--- src/rtl/ddr3_dqs_eye_trainer_pkg.sv ---
// Shared types and default constants for the DDR3 DQS eye trainer.
package ddr3_dqs_eye_trainer_pkg;

  typedef enum logic [3:0] {
    IDLE, LOAD, SETTLE, CLEAR, SAMPLE, DECIDE, MOVE, LOCKED, FAIL
  } trn_state_e;

  localparam int         DEF_SAMPLE_CYCLES = 16;
  localparam int         DEF_SETTLE_CYCLES = 4;
  localparam int         DEF_LOCK_COUNT    = 4;
  localparam int         DEF_MAX_STEPS     = 255;
  localparam logic [7:0] DEF_INIT_TAP      = 8'd1;
  localparam int         TMR_W             = 16;

endpackage

--- src/rtl/ddr3_trn_timer.sv ---
// Loadable down-counter with zero flag; times the SETTLE and SAMPLE windows.
module ddr3_trn_timer #(
  parameter int W = 16
) (
  input  logic         gclk,
  input  logic         grst_n,
  input  logic         load,
  input  logic [W-1:0] load_val,
  output logic         zero
);

  logic [W-1:0] cnt;

  always_ff @(posedge gclk) begin
    if (!grst_n)          cnt <= '0;
    else if (load)        cnt <= load_val;
    else if (cnt != '0)   cnt <= cnt - 1'b1;
  end

  assign zero = (cnt == '0);

endmodule

--- src/rtl/ddr3_dqs_eye_trainer.sv ---
// DQS eye trainer: walks a delay line toward the point where early/late flags balance.
module ddr3_dqs_eye_trainer
  import ddr3_dqs_eye_trainer_pkg::*;
#(
  parameter int         SAMPLE_CYCLES = DEF_SAMPLE_CYCLES,
  parameter int         SETTLE_CYCLES = DEF_SETTLE_CYCLES,
  parameter int         LOCK_COUNT    = DEF_LOCK_COUNT,
  parameter int         MAX_STEPS     = DEF_MAX_STEPS,
  parameter logic [7:0] INIT_TAP      = DEF_INIT_TAP
) (
  input  logic       FAB_CLK,
  input  logic       RESET_N,
  input  logic       START,
  input  logic       EYE_MONITOR_EARLY,
  input  logic       EYE_MONITOR_LATE,
  input  logic       DELAY_LINE_OUT_OF_RANGE,
  output logic       DELAY_LINE_MOVE,
  output logic       DELAY_LINE_DIRECTION,
  output logic       DELAY_LINE_LOAD,
  output logic       EYE_MONITOR_CLEAR_FLAGS,
  output logic [7:0] TAP_POS,
  output logic       BUSY,
  output logic       DONE,
  output logic       ERR
);

  trn_state_e       state;
  logic             early_q, late_q;
  logic [15:0]      step_cnt;
  logic [7:0]       lock_cnt, lock_nxt;
  logic             tmr_load, tmr_zero;
  logic [TMR_W-1:0] tmr_val;

  assign lock_nxt = lock_cnt + 8'd1;

  // Timer is armed on the cycle before a timed state so its first cycle already counts.
  always_comb begin
    tmr_load = 1'b0;
    tmr_val  = '0;
    case (state)
      LOAD, MOVE: begin tmr_load = 1'b1; tmr_val = 16'(SETTLE_CYCLES - 1); end
      CLEAR:      begin tmr_load = 1'b1; tmr_val = 16'(SAMPLE_CYCLES - 1); end
      default: ;
    endcase
  end

  ddr3_trn_timer #(.W(TMR_W)) u_tmr (
    .gclk     (FAB_CLK),
    .grst_n   (RESET_N),
    .load     (tmr_load),
    .load_val (tmr_val),
    .zero     (tmr_zero)
  );

  always_ff @(posedge FAB_CLK) begin
    if (!RESET_N) begin
      state                   <= IDLE;
      DELAY_LINE_MOVE         <= 1'b0;
      DELAY_LINE_DIRECTION    <= 1'b0;
      DELAY_LINE_LOAD         <= 1'b0;
      EYE_MONITOR_CLEAR_FLAGS <= 1'b0;
      TAP_POS                 <= INIT_TAP;
      BUSY                    <= 1'b0;
      DONE                    <= 1'b0;
      ERR                     <= 1'b0;
      step_cnt                <= '0;
      lock_cnt                <= '0;
      early_q                 <= 1'b0;
      late_q                  <= 1'b0;
    end else begin
      DELAY_LINE_MOVE         <= 1'b0;
      DELAY_LINE_LOAD         <= 1'b0;
      EYE_MONITOR_CLEAR_FLAGS <= 1'b0;
      case (state)
        IDLE, LOCKED, FAIL: if (START) begin
          state           <= LOAD;
          DELAY_LINE_LOAD <= 1'b1;
          TAP_POS         <= INIT_TAP;
          BUSY            <= 1'b1;
          DONE            <= 1'b0;
          ERR             <= 1'b0;
          step_cnt        <= '0;
          lock_cnt        <= '0;
        end
        LOAD:   state <= SETTLE;
        SETTLE: if (tmr_zero) begin
          state                   <= CLEAR;
          EYE_MONITOR_CLEAR_FLAGS <= 1'b1;
        end
        CLEAR:  state <= SAMPLE;
        SAMPLE: if (tmr_zero) begin
          state   <= DECIDE;
          early_q <= EYE_MONITOR_EARLY;
          late_q  <= EYE_MONITOR_LATE;
        end
        DECIDE: begin
          if (DELAY_LINE_OUT_OF_RANGE) begin
            state <= FAIL;
            BUSY  <= 1'b0;
            ERR   <= 1'b1;
          end else if (early_q == late_q) begin
            lock_cnt <= lock_nxt;
            if (lock_nxt == 8'(LOCK_COUNT)) begin
              state <= LOCKED;
              BUSY  <= 1'b0;
              DONE  <= 1'b1;
            end else begin
              state                   <= CLEAR;
              EYE_MONITOR_CLEAR_FLAGS <= 1'b1;
            end
          end else begin
            lock_cnt <= '0;
            // Refuse to step past either end of the line rather than wrap.
            if (step_cnt == 16'(MAX_STEPS) || (early_q && TAP_POS == 8'hFF) ||
                (late_q && TAP_POS == 8'h00)) begin
              state <= FAIL;
              BUSY  <= 1'b0;
              ERR   <= 1'b1;
            end else begin
              state                <= MOVE;
              DELAY_LINE_MOVE      <= 1'b1;
              DELAY_LINE_DIRECTION <= early_q;
              TAP_POS              <= early_q ? TAP_POS + 8'd1 : TAP_POS - 8'd1;
              step_cnt             <= step_cnt + 16'd1;
            end
          end
        end
        MOVE:    state <= SETTLE;
        default: state <= IDLE;
      endcase
    end
  end

endmodule

--- config.mk ---
export PLATFORM = sky130hd
export DESIGN_NAME = ddr3_dqs_eye_trainer
export DESIGN_NICKNAME = d
export VERILOG_FILES = /design/src/rtl/ddr3_dqs_eye_trainer_pkg.sv /design/src/rtl/ddr3_trn_timer.sv /design/src/rtl/ddr3_dqs_eye_trainer.sv
export SDC_FILE = /design/constraint.sdc
export NUM_CORES = 1
export LEC_CHECK = 0
export CORE_MARGIN = 1.5
export CORE_UTILIZATION = 31
export DETAILED_ROUTE_END_ITERATION = 8
export GPL_ROUTABILITY_DRIVEN = 0
export PLACE_DENSITY = 0.58
export SETUP_SLACK_MARGIN = 0.3
export SYNTH_ARGS = -nofsm -noshare
export SYNTH_HDL_FRONTEND = slang
export SYNTH_SLANG_ARGS = --single-unit
export TNS_END_PERCENT = 5
--- constraint.sdc ---
create_clock -name FAB_CLK -period 2.7 [get_ports FAB_CLK]
set_input_delay 0.27 -clock FAB_CLK [delete_from_list [all_inputs] [get_ports FAB_CLK]]
set_output_delay 0.27 -clock FAB_CLK [all_outputs]
set_load 0.01 [all_outputs]
# Word level (Yosys, flattened, before mapping)
# Index checks and enable logic that the tools add are counted.
# op_classes
addsub,5
bitwise,5
n_eq_ne,24
mux,49
reduce_logical,23
# ops
cell,n
two-way mux 16 bit,6
two-way mux 8 bit,8
one-hot mux 16 bit (2 select lines),1
one-hot mux 8 bit (2 select lines),2
two-way mux 4 bit,6
one-hot mux 4 bit (6 select lines),1
two-way mux 1 bit,19
"adder 16 x 1 -> 16 bit, second input constant",1
"adder 8 x 1 -> 8 bit, second input constant",2
"equality test 16 x 8 -> 1 bit, second input constant",1
"equality test 4 x 3 -> 1 bit, second input constant",4
logical NOT 16 bit,1
"inequality test 2 bit, second input constant",8
nonzero test 16 bit,1
"subtractor 16 x 1 -> 16 bit, second input constant",1
AND reduction 4 bit,3
AND reduction 5 bit,2
"equality test 4 x 2 -> 1 bit, second input constant",2
"equality test 8 x 3 -> 1 bit, second input constant",1
"equality test 8 bit, second input constant",1
logical NOT 8 bit,1
"inequality test 4 bit, second input constant",2
one-hot mux 1 bit (2 select lines),4
one-hot mux 4 bit (2 select lines),1
16 further kinds,27
# totals
ff_bits,61

# Logic depth before layout (Yosys ltp)
# depth
word_depth,8
depth_mapped,9
ltp_nobuf,8

# Modules after synthesis
# Synthesis repeated with hierarchy kept, for this count alone.
# unflattened
hier_cells,456
hier_area_um2,3724.8
# modules_own_cells
mod,cells_per_inst,n_inst,area_each_um2
ddr3_dqs_eye_trainer,340,1,2785.2
ddr3_trn_timer,116,1,939.7

# Worst setup path after synthesis
# No wires, ideal clock.
# synth_path
kind,flip-flop to flip-flop
from,register early_q
to,register TAP_POS[7]
path_buffers,1
setup_time_ns,0.120
t_arrival_ns,1.973
path_slack_ns,0.607
t_required_ns,2.580
path_stages_with_launch,10
cell_sequence,dfxtp_1 > buf_2 > inv_1 > ha_1 > a21oi_1 > o211ai_1 > o41ai_1 > xnor2_1 > nor3b_1 > o31a_1
# synth_via
elab_chain_cells,5
# synth_lines
item,line,source
"start, declared",ddr3_dqs_eye_trainer.sv:28,"logic early_q, late_q;"
"start signal, assigned",ddr3_dqs_eye_trainer.sv:68,early_q <= 1'b0;
"start signal, assigned",ddr3_dqs_eye_trainer.sv:93,early_q <= EYE_MONITOR_EARLY;
two-way mux 8 bit or logical AND 1 bit (tied branches),"ddr3_dqs_eye_trainer.sv:123, ddr3_dqs_eye_trainer.sv:114",
two-way mux 8 bit or logical OR 1 bit (tied branches),ddr3_dqs_eye_trainer.sv:114,if (step_cnt == 16'(MAX_STEPS) || (early_q && TAP_POS == 8'hFF) ||
two-way mux 8 bit or logical OR 1 bit (tied branches),"ddr3_dqs_eye_trainer.sv:101, ddr3_dqs_eye_trainer.sv:114",
two-way mux 8 bit or inequality test 2 bit (tied branches),-,
one-hot mux 8 bit (2 select lines) or AND reduction 5 bit (tied branches),-,
"end signal, assigned",ddr3_dqs_eye_trainer.sv:123,TAP_POS <= early_q ? TAP_POS + 8'd1 : TAP_POS - 8'd1;
"end, declared",ddr3_dqs_eye_trainer.sv:21,"output logic [7:0] TAP_POS,"
# Several ways; a longest one is shown, not always the timed one. The select of a mux whose other input is x is not followed.
# A chain may end at the register's enable or synchronous reset.

# Final worst setup path
# layout_path
from,register step_cnt[0]
to,register step_cnt[15]
# layout_via
elab_chain_cells,5
# layout_lines
item,line,source
"start, declared",ddr3_dqs_eye_trainer.sv:29,logic [15:0] step_cnt;
"start signal, assigned",ddr3_dqs_eye_trainer.sv:124,step_cnt <= step_cnt + 16'd1;
adder 16 x 1 -> 16 bit or equality test 16 x 8 -> 1 bit (tied branches),"ddr3_dqs_eye_trainer.sv:124, ddr3_dqs_eye_trainer.sv:114",
two-way mux 16 bit or logical OR 1 bit (tied branches),ddr3_dqs_eye_trainer.sv:114,
two-way mux 16 bit or logical OR 1 bit (tied branches),"ddr3_dqs_eye_trainer.sv:101, ddr3_dqs_eye_trainer.sv:114",
two-way mux 16 bit or inequality test 2 bit (tied branches),-,
one-hot mux 16 bit (2 select lines) or AND reduction 5 bit (tied branches),-,
# Several ways; a longest one is shown, not always the timed one. The select of a mux whose other input is x is not followed.

==> results.cfg <==
[run_status]
status = finished, final reports clean

[logic_synthesis]
synthCells = 429
yosysWarnings = 0
yosysTopAreaCellShare_pct = 35.8
synth.cell_area_um2 = 3410
synth_seq_cells = 61
synth_ff_type = dfxtp_1
synth.distinct_cells = 58
synth_top_cells_by_area = dfxtp_1 (36%), a21oi_1 (4.7%), o21ai_0 (4.5%), nor2_1 (4.3%), ha_1 (3.7%)
ys_seq_area_share_pct = 35.8
synth_edf_count = 0
synth_area_per_cell_um2 = 7.95
yosysTopAreaCell = dfxtp_1
synth_nets = 446
synthArstFlopShare_pct = 0

[timing]
worstMarginPinSlew_ns = 0.559
period_share_pct = 83.2
fin_setup_tns_ns = 0
skew_ns = 0.00899
max_freq_mhz = 445
finalWorstSetupSlack_ns = 0.454
rsz0062_at_grt = false
drv_slew = 0
hold_viol_final = 0
setup_viol = 0
fin_crit_ns = 2.25
slew_headroom_pct = 62.3

[final_layout]
area_growth_syn_to_layout_pct = 17.6
drive_gt1_share_pct = 8.06
layout_commonest_cell = dfxtp_1
fin_nets = 471
final_cell_mix = dfxtp_1 (60), nor2_1 (39), nand2_1 (33)
diodes = 0
fill_cells = 1115

[power_and_ir_drop]
cellPowerDensity_nw_per_um2 = 885
clkPwrFrac_pct = 24.5
ir_drop_uv = 371
cellLeakagePower_nw = 1.42
power_switching_mw = 1.37
p_int_mw = 2.18
pwr-share-comb_pct = 41.8
p_seq_share_pct = 33.6
p_sw_share_pct = 38.6

[placement]
port_buffers = 20
pre_cts_slack_ns = 0.343
dpl.hpwl_mm = 5.68

[grt]
grt_max_degree = 36
overflow = 0
grtUsageTotal_pct = 14.8
grt_pass1_vias = 2943
grt_pass1_wl_mm = 13.7
antenna_found_initial = 0

[detailed_routing]
wl_per_cell_um = 13.2
drtIter0Drc = 178
ant_nets = 0
viasPerCell = 5.19
vias = 3108
routed_wl_mm = 7.90
dr.pass1.iters = 4
drc_errors = 0

[critical_path]
cp.arrival_ns = 2.53
r2r_cells = 8
path_max_fanout = 35
reg2reg_from = step_cnt[0]$_SDFFE_PN0P_
required_ns = 2.98
endpoint_kind = flip-flop
worstSetupStartpointType = flip-flop
r2r-end = step_cnt[15]$_SDFFE_PN0P_
crit_type = flip-flop to flip-flop
reg2reg_slack_ns = 0.45

[cts]
cts_resized = 0
clock-sinks = 61
cts_tree = built
clk_pin_slew_ns = 0.07
cts_setup_buffers = 0
clk_path_buf_depth = 2
cts_inserted_buffers = 9
htree_levels = 3
ctsHoldBuffers = 0
cts_root_buf = clkbuf_8
insertion_delay_ns = 0.35

[worst_hold_path]
hold_class = flip-flop to flip-flop
min_to = ERR$_SDFFE_PN0P_
min_path_cells = 2
min_from = ERR$_SDFFE_PN0P_

[die]
start_util_pct = 31.6
die_w_um = 108
rows = 38
coreArea_um2 = 10800
dieArea_um2 = 11600
io_pins = 21
die_h_um = 108

[run]
maxCapViolations = 0
routing by layer:
| metal | GRT usage (%) | share of wire [%] |
|---|---|---|
| met1 | 19.0 | 50 |
| met2 | 23.4 | 45 |
| met3 | 3.69 | 2.4 |
| met4 | 6.39 | 2.1 |
| met5 | 0 | 0 |
registers in the layout (all words and copies together) (netlist names):
| name | cells |
|---|---|
| step_cnt | 16 |
| u_tmr.cnt | 16 |
| TAP_POS | 8 |
| lock_cnt | 8 |
| state | 4 |
| BUSY | 1 |
| DELAY_LINE_DIRECTION | 1 |
| DELAY_LINE_LOAD | 1 |
| DELAY_LINE_MOVE | 1 |
| DONE | 1 |
| ERR | 1 |
| EYE_MONITOR_CLEAR_FLAGS | 1 |
| early_q | 1 |
| late_q | 1 |
cell usage after synthesis (all sizes together) (2+ instances only):
cell type	instances
nand3	24
nand2b	6
or3	21
o21ai	34
buf	6
a21oi	33
nand4	12
xnor2	12
mux2i	3
a2bb2oi	2
clkbuf	11
o21a	5
a211oi	2
and3	9
nor2	39
nor4	8
nand2	33
or4	7
a21o	3
ha	10
and2	9
xor2	5
a21boi	7
nor3	8
or2	2
dfxtp	61
o21bai	3
o211ai	2
inv	16
a32o	2
nor2b	11
o31ai	8
power groups by stage:
stage | Sequential [mW] | Clock [mW] | Combinational [mW]
after global routing | 1.22 | 0.936 | 1.68
after global placement | 1.20 | 0 | 1.45
final | 1.19 | 0.870 | 1.48
after floorplan | 1.18 | 0 | 1.16
after CTS | 1.19 | 0.890 | 1.48
after detailed placement | 1.21 | 0 | 1.46
worst max-delay path by stage:
| stage | start | cells after the start | to | slack, ns |
|---|---|---|---|---|
| floorplan | early_q$_SDFFE_PN0P_ | 9 | TAP_POS[7]$_SDFFE_PN0P_ | 0.61 |
| global route | state[0]$_SDFFE_PN0P_ | 7 | step_cnt[15]$_SDFFE_PN0P_ | 0.32 |
| finish | step_cnt[0]$_SDFFE_PN0P_ | 8 | step_cnt[15]$_SDFFE_PN0P_ | 0.45 |
| CTS | state[0]$_SDFFE_PN0P_ | 7 | step_cnt[15]$_SDFFE_PN0P_ | 0.31 |
| global placement | state[0]$_SDFFE_PN0P_ | 7 | step_cnt[15]$_SDFFE_PN0P_ | 0.37 |
| detailed placement | state[0]$_SDFFE_PN0P_ | 7 | step_cnt[15]$_SDFFE_PN0P_ | 0.34 |
critical path: stages (launching register included):
cell	delay (ns)
dfxtp_1	0.35
ha_1	0.24
and3_1	0.22
nand4_1	0.17
and3_1	0.23
a21oi_2	0.07
buf_4	0.24
or4_1	0.52
a21oi_1	0.15
per-stage QoR:
step | instances | util (%) | hold slack [ns] | power [mW] | instance area, um^2
after CTS | 599 | 37.1 | 0.451 | 3.56 | 4010
final | 599 | 37.2 | 0.445 | 3.55 | 4010
after global routing | 599 | 37.2 | 0.476 | 3.83 | 4010
after global placement | 583 | 35.2 | 0.432 | 2.65 | 3790
after floorplan | 429 | - | 0.414 | 2.34 | 3410
after detailed placement | 583 | 35.2 | 0.440 | 2.67 | 3790
cell families after synthesis:
group	Yosys count	share of synthesized area [%]
buffers and inverters	33	3.93
XOR/XNOR	17	4.37
flip-flops	61	35.8
AO/OA/AOI/OAI	111	20.1
AND/OR/NAND/NOR	193	30.6
multiplexers	3	0.880
adder cells (fa/ha/maj)	11	4.26
layout make-up:
class / instances / area [um^2] / share of cell area, %
Multi-Input combinational cell: 335 / 2060 / 51.3
Clock buffer: 13 / 169 / 4.21
Timing Repair Buffer: 31 / 283 / 7.05
Tap cell: 140 / 175 / 4.37
Clock inverter: 3 / 42.5 / 1.06
Inverter: 16 / 60.1 / 1.50
Sequential cell: 61 / 1220 / 30.5
No activity file was read; power rests on OpenSTA's default activity.
==> edit, RTL diff (same settings) <==
Make the reset (`RESET_N` and `grst_n`) asynchronous in 2 clocked blocks.
--- a/src/rtl/ddr3_trn_timer.sv
+++ b/src/rtl/ddr3_trn_timer.sv
@@ -12,5 +12,5 @@
   logic [W-1:0] cnt;
 
-  always_ff @(posedge gclk) begin
+  always_ff @(posedge gclk or negedge grst_n) begin
     if (!grst_n)          cnt <= '0;
     else if (load)        cnt <= load_val;
--- a/src/rtl/ddr3_dqs_eye_trainer.sv
+++ b/src/rtl/ddr3_dqs_eye_trainer.sv
@@ -53,5 +53,5 @@
   );
 
-  always_ff @(posedge FAB_CLK) begin
+  always_ff @(posedge FAB_CLK or negedge RESET_N) begin
     if (!RESET_N) begin
       state                   <= IDLE;
Function: differs if RESET_N is asserted again (counterexample within 4 cycles, from zero or initial values and one cycle with RESET_N low); with RESET_N held inactive, the same outputs for 10 cycles.
==> edit against the original RTL <==
Final area up 11%. Power up 32%. Area after synthesis up 10%. Sequential cell count unchanged. Largest cell class unchanged. Routed wire length up 12%. Critical endpoint is now step_cnt[4]. Worst setup slack worse by 0.080 ns. Global-route usage down 0.059 points.
==> edit: results <==
[run_status]
outcome = completed

[drt]
routed_wl_um = 8850
drt-met1-wl_um = 4250
first_pass_iters = 5
routed-wl-met2_um = 4220
drtIter0Drc = 101
routed_met3_length_um = 272
highest_layer = met4
routed_via_density = 5.43

[timing]
worst_clock_skew_ns = 0.00382
relative_slew_margins_pct = 57.1

[placed_design]
placement.io_buffers = 20
pre_cts_slack_ns = 0.250
place_area_um2 = 4150
dpl.cell_count = 573
hpwlAfterDp_um = 6220

[global_route]
first_global_vias = 3166
grt_pass1_wl_um = 15200
maximum_number_of_pins_on_one_net_before_global_route_repair = 37
use_met2_pct = 24.3
grt_antenna_before_repair = 0
globalRouteMet1Util_pct = 19.0
globalRouteTotalUtil_pct = 14.7
grt.met3_usage_pct = 3.37

[yosys]
ys_async_sr_fraction_pct = 100
syn_inst = 410
ys_top_cells_by_area = sky130_fd_sc_hd__dfrtp_1, sky130_fd_sc_hd__o21ai_0, sky130_fd_sc_hd__nand2_1
syn_nets = 427
syn_warnings = 0
synth_cell_type_count = 62
synth_sequential_area_ratio_pct = 40.7
synth_common_cells = sky130_fd_sc_hd__dfrtp_1, sky130_fd_sc_hd__nand2_1, sky130_fd_sc_hd__o21ai_0

[clocking]
clockBufferDepth = 2
clock_insertion_delay_worst_skew_ns = 0.32
cts_made_buffers = 9
path_clk_slew_ns = 0.05
cts_root_buf = sky130_fd_sc_hd__clkbuf_16
cts_htree_levels = 3

[setup_path]
critical_path_peak_fanout = 21
timing.critical_path.arrival_ns = 2.53
crit_slowest_cell = sky130_fd_sc_hd__or4_4
highest_cell_delay_on_the_worst_timing_path_ns = 0.55
critical_path.top_delay_family = simple AND/OR/NAND/NOR gates

[floorplan]
floorplan.initialDensity_pct = 31.5

[pwr]
vdd.ir_drop.worst_v = 0.000631
power.leakage_nw = 1.88
p_int_w = 0.00275

[finish]
fillCellCount = 1197
final_layout_size_suffix_gt1_share_pct = 12.0
finalNonFillerCells = 590
fin_nets = 455
insertedDiodeCount = 0
largestRegisters = step_cnt (16), u_tmr.cnt (16)

[worst_hold_path]
timing.hold.worst.class = reg2reg
==> edit: path summary, 6_finish.rpt <==
path | startpoint | end | slack (ns) | cells past startpoint
worst max-delay path | step_cnt[11] | step_cnt[4] | 0.37 | 6
worst min-delay path | BUSY | BUSY | 0.48 | 1
worst max register to register | step_cnt[11] | step_cnt[4] | 0.37 | 6
worst min register to register | BUSY | BUSY | 0.48 | 1
max in group asynchronous | RESET_N | TAP_POS[0] | 1.52 | 3
min in group asynchronous | RESET_N | lock_cnt[6] | 0.50 | 2
==> edit: cell families after synthesis <==
family / synth area share, %
AOI/OAI and AO/OA: 17.8
buffers and inverters: 4.70
adders and majority gates: 3.86
DFF: 40.7
and+or+nand+nor: 25.6
muxes: 4.76
xor gates and xnor gates: 2.56
==> edit: area by class of cell <==
type	count	area (um2)	share of cell area [%]
Clock inverter	4	22.5	0.506
Inverter	16	60.1	1.35
Timing Repair Buffer	36	330	7.43
Multi-Input combinational cell	314	2070	46.5
Tap cell	147	184	4.14
Clock buffer	12	256	5.77
Sequential cell	61	1530	34.4
==> edit: power by group through the flow <==
stage / clock network (W) / logic [W] / registers, W
final: 0.00107 / 0.00221 / 0.00139
after global routing: 0.00114 / 0.00243 / 0.00143
after CTS: 0.00109 / 0.00221 / 0.00139
after detailed placement: 0 / 0.00219 / 0.00141
after global placement: 0 / 0.00215 / 0.00139
after floorplan: 0 / 0.00165 / 0.00137
==> edit: timing repair <==
| item | in CTS | in global routing |
|---|---|---|
| hold endpoints to repair | 19 | 0 |
| buffers inserted | 0 | 0 |
| endpoints found under the setup margin | 7 | 6 |
| resized for setup | 1 | 1 |
| hold buffers | 1 | 0 |
